===== config.mk =====
export PLATFORM = sky130hd
export DESIGN_NAME = spi_master_flat
export DESIGN_NICKNAME = d
export VERILOG_FILES = /design/src/rtl/spi_pkg.sv /design/src/rtl/spi_master_if.sv /design/src/rtl/spi_clkgen.sv /design/src/rtl/spi_master.sv /design/src/flat_wrapper.sv
export SDC_FILE = /design/constraint.sdc
export NUM_CORES = 1
export LEC_CHECK = 0
export ABC_AREA = 1
export CAP_MARGIN = 10
export CELL_PAD_IN_SITES_DETAIL_PLACEMENT = 1
export CELL_PAD_IN_SITES_GLOBAL_PLACEMENT = 1
export CORE_AREA = 2 2 75 77
export DETAILED_ROUTE_END_ITERATION = 10
export DIE_AREA = 0 0 77 79
export GPL_ROUTABILITY_DRIVEN = 0
export PLACE_DENSITY_LB_ADDON = 0.1
export SETUP_SLACK_MARGIN = 0.5
export SLEW_MARGIN = 30
export SYNTH_ARGS = -nofsm -noshare
export SYNTH_HDL_FRONTEND = slang
export SYNTH_HIERARCHICAL = 1
export SYNTH_SLANG_ARGS = --single-unit
export TNS_END_PERCENT = 5

===== constraint.sdc =====
create_clock -name inclk -period 2.2 [get_ports inclk]
set_input_delay 0.44 -clock inclk [delete_from_list [all_inputs] [get_ports inclk]]
set_output_delay 0.44 -clock inclk [all_outputs]
set_load 0.1 [all_outputs]

===== src/rtl/spi_pkg.sv =====
// Shared types and constants for the SPI master and its clock generator.
// Latency: n/a (declarations only).
// Backpressure: n/a.
package spi_pkg;

  localparam int SPI_WIDTH = 8;
  // sclk edges in one transfer: one leading and one trailing edge per bit
  localparam int SPI_EDGES = 2 * SPI_WIDTH;

  typedef enum logic [1:0] {
    IDLE  = 2'd0,
    SETUP = 2'd1,
    XFER  = 2'd2,
    HOLD  = 2'd3
  } spi_state_t;

  // mode[1] = CPOL, mode[0] = CPHA
  localparam logic [1:0] SPI_MODE0 = 2'b00;
  localparam logic [1:0] SPI_MODE1 = 2'b01;
  localparam logic [1:0] SPI_MODE2 = 2'b10;
  localparam logic [1:0] SPI_MODE3 = 2'b11;

endpackage


===== src/rtl/spi_master_if.sv =====
// Host-side request/response signals plus the serial pins of one SPI master.
// Latency: n/a (wiring only).
// Backpressure: start is only honoured while the master is idle; busy reports occupancy.
interface spi_master_if;
  import spi_pkg::*;

  logic                 start;
  logic [1:0]           mode;
  logic [SPI_WIDTH-1:0] tx_data;
  logic                 miso;
  logic                 sclk;
  logic                 mosi;
  logic                 ss;
  logic [SPI_WIDTH-1:0] rx_data;
  logic                 busy;
  logic                 done;

  modport master (
    input  start, mode, tx_data, miso,
    output sclk, mosi, ss, rx_data, busy, done
  );

  modport slave (
    output start, mode, tx_data, miso,
    input  sclk, mosi, ss, rx_data, busy, done
  );

endinterface


===== src/rtl/spi_clkgen.sv =====
// sclk generator: half-period counter, edge counter and sclk toggle with lead/trail strobes.
// Latency: strobes are combinational and mark the inclk edge on which sclk toggles.
// Backpressure: none; runs freely while run=1, restarted by clear.
module spi_clkgen
  import spi_pkg::*;
#(
  parameter int CLK_DIV = 4
) (
  input  logic inclk,
  input  logic reset,
  input  logic clear,      // start of a transfer: restart counters, park sclk at cpol
  input  logic run,        // transfer in progress
  input  logic cpol,
  output logic sclk,
  output logic tick,       // a half period has elapsed on this edge
  output logic lead,       // this edge toggles sclk away from its idle level
  output logic trail,      // this edge returns sclk to its idle level
  output logic last_edge   // this edge is the final trailing edge of the transfer
);

  localparam logic [7:0] HP_LAST    = 8'(CLK_DIV - 1);
  localparam logic [4:0] EDGE_TOTAL = 5'(SPI_EDGES);

  logic [7:0] hp_cnt;
  logic [4:0] edge_cnt;
  logic       edge_due;

  assign tick      = run && (hp_cnt == HP_LAST);
  // after the last edge tick keeps running (it times HOLD) but sclk stays put
  assign edge_due  = tick && (edge_cnt != EDGE_TOTAL);
  assign lead      = edge_due && !edge_cnt[0];
  assign trail     = edge_due && edge_cnt[0];
  assign last_edge = trail && (edge_cnt == EDGE_TOTAL - 5'd1);

  // half-period timing, edge counting and the sclk flop itself
  always_ff @(posedge inclk or posedge reset) begin
    if (reset) begin
      hp_cnt   <= '0;
      edge_cnt <= '0;
      sclk     <= 1'b0;
    end else if (clear) begin
      hp_cnt   <= '0;
      edge_cnt <= '0;
      sclk     <= cpol;
    end else if (run) begin
      hp_cnt <= tick ? 8'd0 : hp_cnt + 8'd1;
      if (edge_due) begin
        sclk     <= ~sclk;
        edge_cnt <= edge_cnt + 5'd1;
      end
    end
  end

endmodule


===== src/rtl/spi_master.sv =====
// SPI master: one byte per transfer, all four CPOL/CPHA modes, MSB first.
// Latency: done 17*CLK_DIV inclk cycles after ss falls (start accepted on the ss-fall edge).
// Backpressure: start ignored while busy; start in the done cycle begins the next transfer.
module spi_master
  import spi_pkg::*;
#(
  parameter int CLK_DIV = 4
) (
  input logic          inclk,
  input logic          reset,
  spi_master_if.master bus
);

  spi_state_t           state;
  logic [SPI_WIDTH-1:0] shreg;
  logic [SPI_WIDTH-1:0] rx_q;
  logic                 cpha_q;
  logic                 mosi_q;
  logic                 ss_q;
  logic                 busy_q;
  logic                 done_q;

  logic accept;
  logic running;
  logic sclk_w;
  logic tick;
  logic lead;
  logic trail;
  logic last_edge;

  assign accept  = (state == IDLE) && bus.start;
  assign running = (state != IDLE);

  spi_clkgen #(.CLK_DIV(CLK_DIV)) u_clkgen (
    .inclk     (inclk),
    .reset     (reset),
    .clear     (accept),
    .run       (running),
    .cpol      (bus.mode[1]),
    .sclk      (sclk_w),
    .tick      (tick),
    .lead      (lead),
    .trail     (trail),
    .last_edge (last_edge)
  );

  // transfer sequencing, shift register and all registered outputs
  always_ff @(posedge inclk or posedge reset) begin
    if (reset) begin
      state  <= IDLE;
      shreg  <= '0;
      rx_q   <= '0;
      cpha_q <= 1'b0;
      mosi_q <= 1'b0;
      ss_q   <= 1'b1;
      busy_q <= 1'b0;
      done_q <= 1'b0;
    end else begin
      done_q <= 1'b0;

      case (state)
        IDLE: begin
          if (bus.start) begin
            state  <= SETUP;
            cpha_q <= bus.mode[0];
            shreg  <= bus.tx_data;
            ss_q   <= 1'b0;
            busy_q <= 1'b1;
            // CPHA=0 peripherals sample on the first edge, so bit 7 must already be out
            if (!bus.mode[0]) mosi_q <= bus.tx_data[SPI_WIDTH-1];
          end
        end
        SETUP: if (lead) state <= XFER;
        XFER:  if (last_edge) state <= HOLD;
        HOLD: begin
          if (tick) begin
            state  <= IDLE;
            ss_q   <= 1'b1;
            busy_q <= 1'b0;
            done_q <= 1'b1;
            rx_q   <= shreg;
          end
        end
        default: state <= IDLE;
      endcase

      // received bits enter at the LSB as transmitted bits leave from the MSB
      if (lead) begin
        if (!cpha_q) shreg  <= {shreg[SPI_WIDTH-2:0], bus.miso};
        else         mosi_q <= shreg[SPI_WIDTH-1];
      end
      if (trail) begin
        if (cpha_q)          shreg  <= {shreg[SPI_WIDTH-2:0], bus.miso};
        else if (!last_edge) mosi_q <= shreg[SPI_WIDTH-1];
      end
    end
  end

  assign bus.sclk    = sclk_w;
  assign bus.mosi    = mosi_q;
  assign bus.ss      = ss_q;
  assign bus.rx_data = rx_q;
  assign bus.busy    = busy_q;
  assign bus.done    = done_q;

endmodule


===== src/flat_wrapper.sv =====
// flat-port wrapper written by rule: the top's interface ports become plain ports
module spi_master_flat import spi_pkg::*;
#(
  parameter int CLK_DIV = 4
)
  (inclk, reset, bus_start, bus_mode, bus_tx_data, bus_miso, bus_sclk, bus_mosi, bus_ss, bus_rx_data, bus_busy, bus_done);
  spi_master_if bus_i ();
  input logic inclk;
  input logic reset;
  input wire logic [$bits(bus_i.start)-1:0] bus_start;
  input wire logic [$bits(bus_i.mode)-1:0] bus_mode;
  input wire logic [$bits(bus_i.tx_data)-1:0] bus_tx_data;
  input wire logic [$bits(bus_i.miso)-1:0] bus_miso;
  output wire logic [$bits(bus_i.sclk)-1:0] bus_sclk;
  output wire logic [$bits(bus_i.mosi)-1:0] bus_mosi;
  output wire logic [$bits(bus_i.ss)-1:0] bus_ss;
  output wire logic [$bits(bus_i.rx_data)-1:0] bus_rx_data;
  output wire logic [$bits(bus_i.busy)-1:0] bus_busy;
  output wire logic [$bits(bus_i.done)-1:0] bus_done;
  assign bus_i.start = bus_start;
  assign bus_i.mode = bus_mode;
  assign bus_i.tx_data = bus_tx_data;
  assign bus_i.miso = bus_miso;
  assign bus_sclk = bus_i.sclk;
  assign bus_mosi = bus_i.mosi;
  assign bus_ss = bus_i.ss;
  assign bus_rx_data = bus_i.rx_data;
  assign bus_busy = bus_i.busy;
  assign bus_done = bus_i.done;
  spi_master #(.CLK_DIV(CLK_DIV)) u_core (.inclk(inclk), .reset(reset), .bus(bus_i));
endmodule

======== Word-level counts from Yosys, hierarchy flattened ========
Index checks and enable logic that the tools add are counted.
storage, ports and cells
  memories kept ........................... 0
  output and inout bits ................... 13
  latch bits .............................. 0
  bits in writable memories ............... 0
  bits in registers ....................... 37
  logic and storage cells ................. 77
  bits in read-only memories .............. 0
operators by class
  eq/ne operators ......................... 10
  bitwise operators ....................... 1
  multiply operators ...................... 0
  reductions and logical operators ........ 17
  magnitude comparators ................... 0
  add/subtract/negate cells ............... 2
  divide/modulo/power cells ............... 0
  shift operators ......................... 0
  mux-type cells .......................... 36
operators with widths
  kind                                           number
  two-way mux 8 bit                              9
  two-way mux 1 bit                              17
  two-way mux 5 bit                              3
  adder 8 x 1 -> 8 bit, second input constant    1
  == test 8 x 2 -> 1 bit, second input constant  1
  two-way mux 2 bit                              4
  one-hot mux 2 bit (4 select lines)             1
  nonzero test 2 bit                             4
  logical AND 1 bit                              6
  AND reduction 2 bit                            3
  adder 5 x 1 -> 5 bit, second input constant    1
  == test 5 x 4 -> 1 bit, second input constant  1
  != test 5 bit, second input constant           1
  == test 2 bit, second input constant           2
  != test 2 x 1 -> 1 bit, second input constant  2
  != test 2 bit, second input constant           2
  one-hot mux 1 bit (2 select lines)             2
  AND reduction 4 bit                            1
  AND reduction 3 bit                            1
  == test 2 x 1 -> 1 bit, second input constant  1
  logical NOT 2 bit                              1
  logical NOT 1 bit                              1
  inverter 1 bit                                 1

======== Depth between registers and ports, before layout ========
  depth after elaboration ................. 8
  mapped depth ............................ 14
  mapped depth without buffers ............ 14

======== By module ========
Netlist, hierarchy kept.
modules (own cells, without submodules)
  module      seq. area each (um^2)  area an instance (um^2)  cells each  times used
  spi_master  576.8                  1,173.6                  135         1
  spi_clkgen  350.3                  878.3                    129         1

======== Worst setup path before layout ========
Ideal clock, no wire load.
  path kind ............................... register to register
  start point ............................. register u_core.state[0]
  end point ............................... register u_core.shreg[5]
  path buffers ............................ 1
  required time ........................... 2,078 ps
  setup slack ............................. 236 ps
  cell stages (with the launch flop) ...... 14
  setup time .............................. 122 ps
  arrival ................................. 1,842 ps
  cells stage by stage .................... dfrtp_1 inv_1 ha_1 inv_1 nand2_1 nor2_2 nand3_2 nor2_1 inv_1 nand2_2 nand2_4 buf_6 o211ai_2 o21ai_2
between the ends
  word-level cells in the longest chain between the ends .. 7
  elaborated cells on any way between the ends .. 11
RTL lines
  item                    line              source
  from (decl)             spi_master.sv:14  spi_state_t state;
  from (signal assigned)  spi_master.sv:50  state <= IDLE;
  from (signal assigned)  spi_master.sv:64  state <= SETUP;
  from (signal assigned)  spi_master.sv:73  SETUP: if (lead) state <= XFER;
  nonzero test 2 bit *    spi_master.sv:32  assign running = (state != IDLE);
  net u_core.running      spi_master.sv:24  logic running;
  logical AND 1 bit *     spi_clkgen.sv:28  assign tick = run && (hp_cnt == HP_LAST);
  logical AND 1 bit *     spi_clkgen.sv:30  assign edge_due = tick && (edge_cnt != EDGE_TOTAL);
  logical AND 1 bit *     spi_clkgen.sv:31  assign lead = edge_due && !edge_cnt[0];
  net u_core.lead         spi_master.sv:27  logic lead;
  two-way mux 8 bit *     spi_master.sv:88  if (lead) begin
  two-way mux 8 bit       spi_master.sv:93  if (cpha_q) shreg <= {shreg[SPI_WIDTH-2:0], bus.miso};
  two-way mux 8 bit *     spi_master.sv:92  if (trail) begin
  to (signal assigned)    spi_master.sv:66  shreg <= bus.tx_data;
  to (signal assigned)    spi_master.sv:89  if (!cpha_q) shreg <= {shreg[SPI_WIDTH-2:0], bus.miso};
  to (signal assigned)    spi_master.sv:93
  to (decl)               spi_master.sv:15  logic [SPI_WIDTH-1:0] shreg;
The timed path passes the listed nets; every way through them passes the cells marked *.
A chain may end at the register's enable or synchronous reset.

======== Worst setup path in the final report ========
Ends and elaborated chain as after synthesis.

==> results.py <==
metrics = {
    "drt": {
        "drt_iter0_markers": 82,
        "vias_per_cell": 4.71,
        "wl_met2_um": 2540,
        "wl_um": 5150,
        "dr.max_layer_used": "met4",
        "antenna_left": 0,
        "wl_met3_um": 125,
        "dr.pass1.iters": 4,
        "vias": 1838,
        "wl_per_cell_um": 13.2,
        "drcViolationCount": 0,
        "wl_met1_um": 2420,
    },
    "synthesis": {
        "syn_avg_cell_area_um2": 7.77,
        "netlist_area_um2": 2050,
        "syn_inst": 264,
        "synth_most_common_cell": "nand2_1",
        "synth-edff-count": 0,
        "ys_seq_area_share_pct": 45.2,
        "synth_top_area_share_pct": 43.9,
        "synth_commonest_cells": "76 x nand2_1, 47 x inv_1, 36 x dfrtp_1",
        "synth.distinct_cells": 22,
        "synth_area_leaders": "dfrtp_1 44%, nand2_1 14%, inv_1 8.6%, ha_1 4.9%, nor2_1 4.6%",
        "yosysTopAreaCell": "dfrtp_1",
        "syn_nets": 286,
        "synthArstFlopShare_pct": 100,
        "yosys_warnings": 6,
        "synth_top_flop_cell": "dfrtp_1",
        "synth_seq_cells": 37,
    },
    "setup_path": {
        "crit_type": "reg2reg",
        "startpoint_type": "register",
        "cp_num_buf_inv": 4,
        "slowest_delay_ns": 0.37,
        "crit_path_cell_trace": "inv_2 -> ha_4 -> inv_6 -> nand2_4 -> nor2_4 -> nand3_4 -> nor2_4 -> inv_1 -> nand2_4 -> nand2_8 -> buf_4 -> o21ai_2",
        "end_kind": "register",
        "crit_cells": 12,
        "cp.required_ns": 2.42,
        "arrival_ns": 1.97,
        "worstPathMaxFanout": 8,
        "slowest_stage": "dfrtp_1",
        "reg2reg_depth": 12,
        "cpLargestDelayFamily": "simple AND/OR/NAND/NOR gates",
    },
    "clock_tree": {
        "cts_buffer_depth": 2,
        "holdBufCountCts": 0,
        "clock_sinks": 37,
        "cts_tree": "yes",
        "htreeDepth": 2,
        "clock_latency_ns": 0.29,
        "root_buffer": "clkbuf_8",
        "cts_buffers": 5,
        "clk_pin_slew_ns": 0.08,
    },
    "final_layout": {
        "fillers": 672,
        "fin_cells": 390,
        "nets": 339,
        "syn_to_final_growth_pct": 33.8,
        "drive_gt1_share_pct": 27.4,
        "stdcell_area_um2": 2750,
        "num_antenna_cells": 0,
        "utilization_pct": 51.5,
    },
    "run_status": {
        "status": "finished clean",
    },
    "timing": {
        "fin_skew_ns": 0.00308,
        "rsz0062_at_grt": "true",
        "finalSetupTns_ns": 0,
        "worst_slew_pin_slew_ns": 0.600,
        "drv_slew": 0,
        "fmax_mhz": 573,
        "setup_viol": 0,
        "period_minus_slack_ns": 1.75,
        "min_period_over_period_pct": 79.4,
        "finalHoldViolations": 0,
        "relSlewSlack_pct": 60.0,
    },
    "floorplanning": {
        "die_h_um": 79,
        "dieArea_um2": 6080,
        "core_um2": 5340,
        "rows": 27,
        "die_w_um": 77,
        "io_pins": 27,
        "start_util_pct": 38.4,
    },
    "placed_design": {
        "place_inst": 363,
        "portBuffers": 26,
        "placed_cell_area_um2": 2420,
        "dp_hpwl_um": 3600,
    },
    "global_route": {
        "track_usage_pct": 18.1,
        "gr-total-overflow": 0,
        "antenna_found_initial": 0,
        "grt_pass1_vias": 1814,
        "grt_pass1_wl_um": 8650,
        "grt_max_degree": 24,
    },
    "pwr": {
        "ir_drop_uv": 658,
        "p_leak_nw": 1.42,
        "finalPower_mw": 4.03,
        "p_per_area_nw_per_um2": 1470,
    },
    "flow_run": {
        "drv_cap": 0,
    },
    "worst_hold_path": {
        "min_path_type": "reg2reg",
        "hold_depth": 2,
    },
}
## cells by family after synthesis
group	after synthesis	synth area share [%]
buffers and inverters	52	10.4
adder cells (fa/ha/maj)	8	4.88
flip-flops	37	45.2
XOR/XNOR	2	0.854
AO/OA/AOI/OAI	33	11.2
AND/OR/NAND/NOR	132	27.6
## layer usage
metal	vias to the layer above	global-route usage, %
met5	-	0
met4	0	5.89
met3	6	3.64
met2	20	30.6
met1	885	23.3
li1	927	-
## layout make-up
type / instances / area (um^2) / area share [%]
Timing Repair Buffer: 49 / 400 / 14.6
Clock buffer: 7 / 96.3 / 3.51
Sequential cell: 37 / 930 / 33.8
Inverter: 48 / 188 / 6.83
Clock inverter: 1 / 5.00 / 0.182
Tap cell: 72 / 90.1 / 3.28
Multi-Input combinational cell: 176 / 1040 / 37.8
## final timing paths
check	startpoint	to	slack (ns)
setup reg to reg	u_core/state[0]	u_core/shreg[5]	0.45
min in group asynchronous	reset	u_core/bus.busy	0.54
max in group asynchronous	reset	u_core/u_clkgen/hp_cnt[0]	1.23
hold / removal	u_core/bus.ss	u_core/bus.ss	0.46
hold reg to reg	u_core/bus.ss	u_core/bus.ss	0.46
setup / recovery	u_core/state[0]	u_core/shreg[5]	0.45
## per-stage QoR
step                hold slack [ns]  setup slack (ns)
floorplan                     0.329             0.502
global placement              0.455             0.133
detailed placement            0.453             0.125
CTS                           0.465             0.397
global route                  0.478             0.341
finish                        0.463             0.454
## worst min-delay path, delay by kind of cell (launching register included)
family	cells	cell delay (ns)
AND/OR/NAND/NOR	2	0.09
flip-flops	1	0.37
## where the power goes
part           internal [mW]  switching, mW  total (mW)
clock network          0.283          0.246       0.530
logic                  0.799           1.58        2.38
registers              0.936          0.178        1.11
total                   2.02           2.01        4.03
## repair_timing
action / CTS / global route
pin swaps: 2 / 10
gates cloned: 0 / 1
resized for setup: 7 / 19
endpoints found under the setup margin: 16 / 20
setup buffers: 6 / 12
## flip-flops by register name (all words and copies together) (netlist names), 2 cells and up
register,count
u_core/state,2
u_core/u_clkgen/hp_cnt,8
u_core/bus.rx_data,8
u_core/shreg,8
u_core/u_clkgen/edge_cnt,5
## cells in the final DEF, fill, tap and decap left out, types with 2 or more instances in the layout
cell / n
nand2_1: 72
nand2_4: 5
nor2_1: 20
ha_1: 4
clkdlybuf4s50_1: 13
nand4_1: 7
o211ai_2: 7
inv_1: 42
xor2_1: 2
nor2_2: 3
o21ai_0: 12
nor2_4: 4
inv_2: 4
dfrtp_1: 34
o21ai_2: 4
nor3_1: 2
buf_4: 36
dfrtp_2: 2
a21oi_1: 2
clkbuf_8: 7
o21ai_1: 8
nand2_2: 3
ha_2: 3
nand3_1: 13
(Power assumes the default switching activity.)
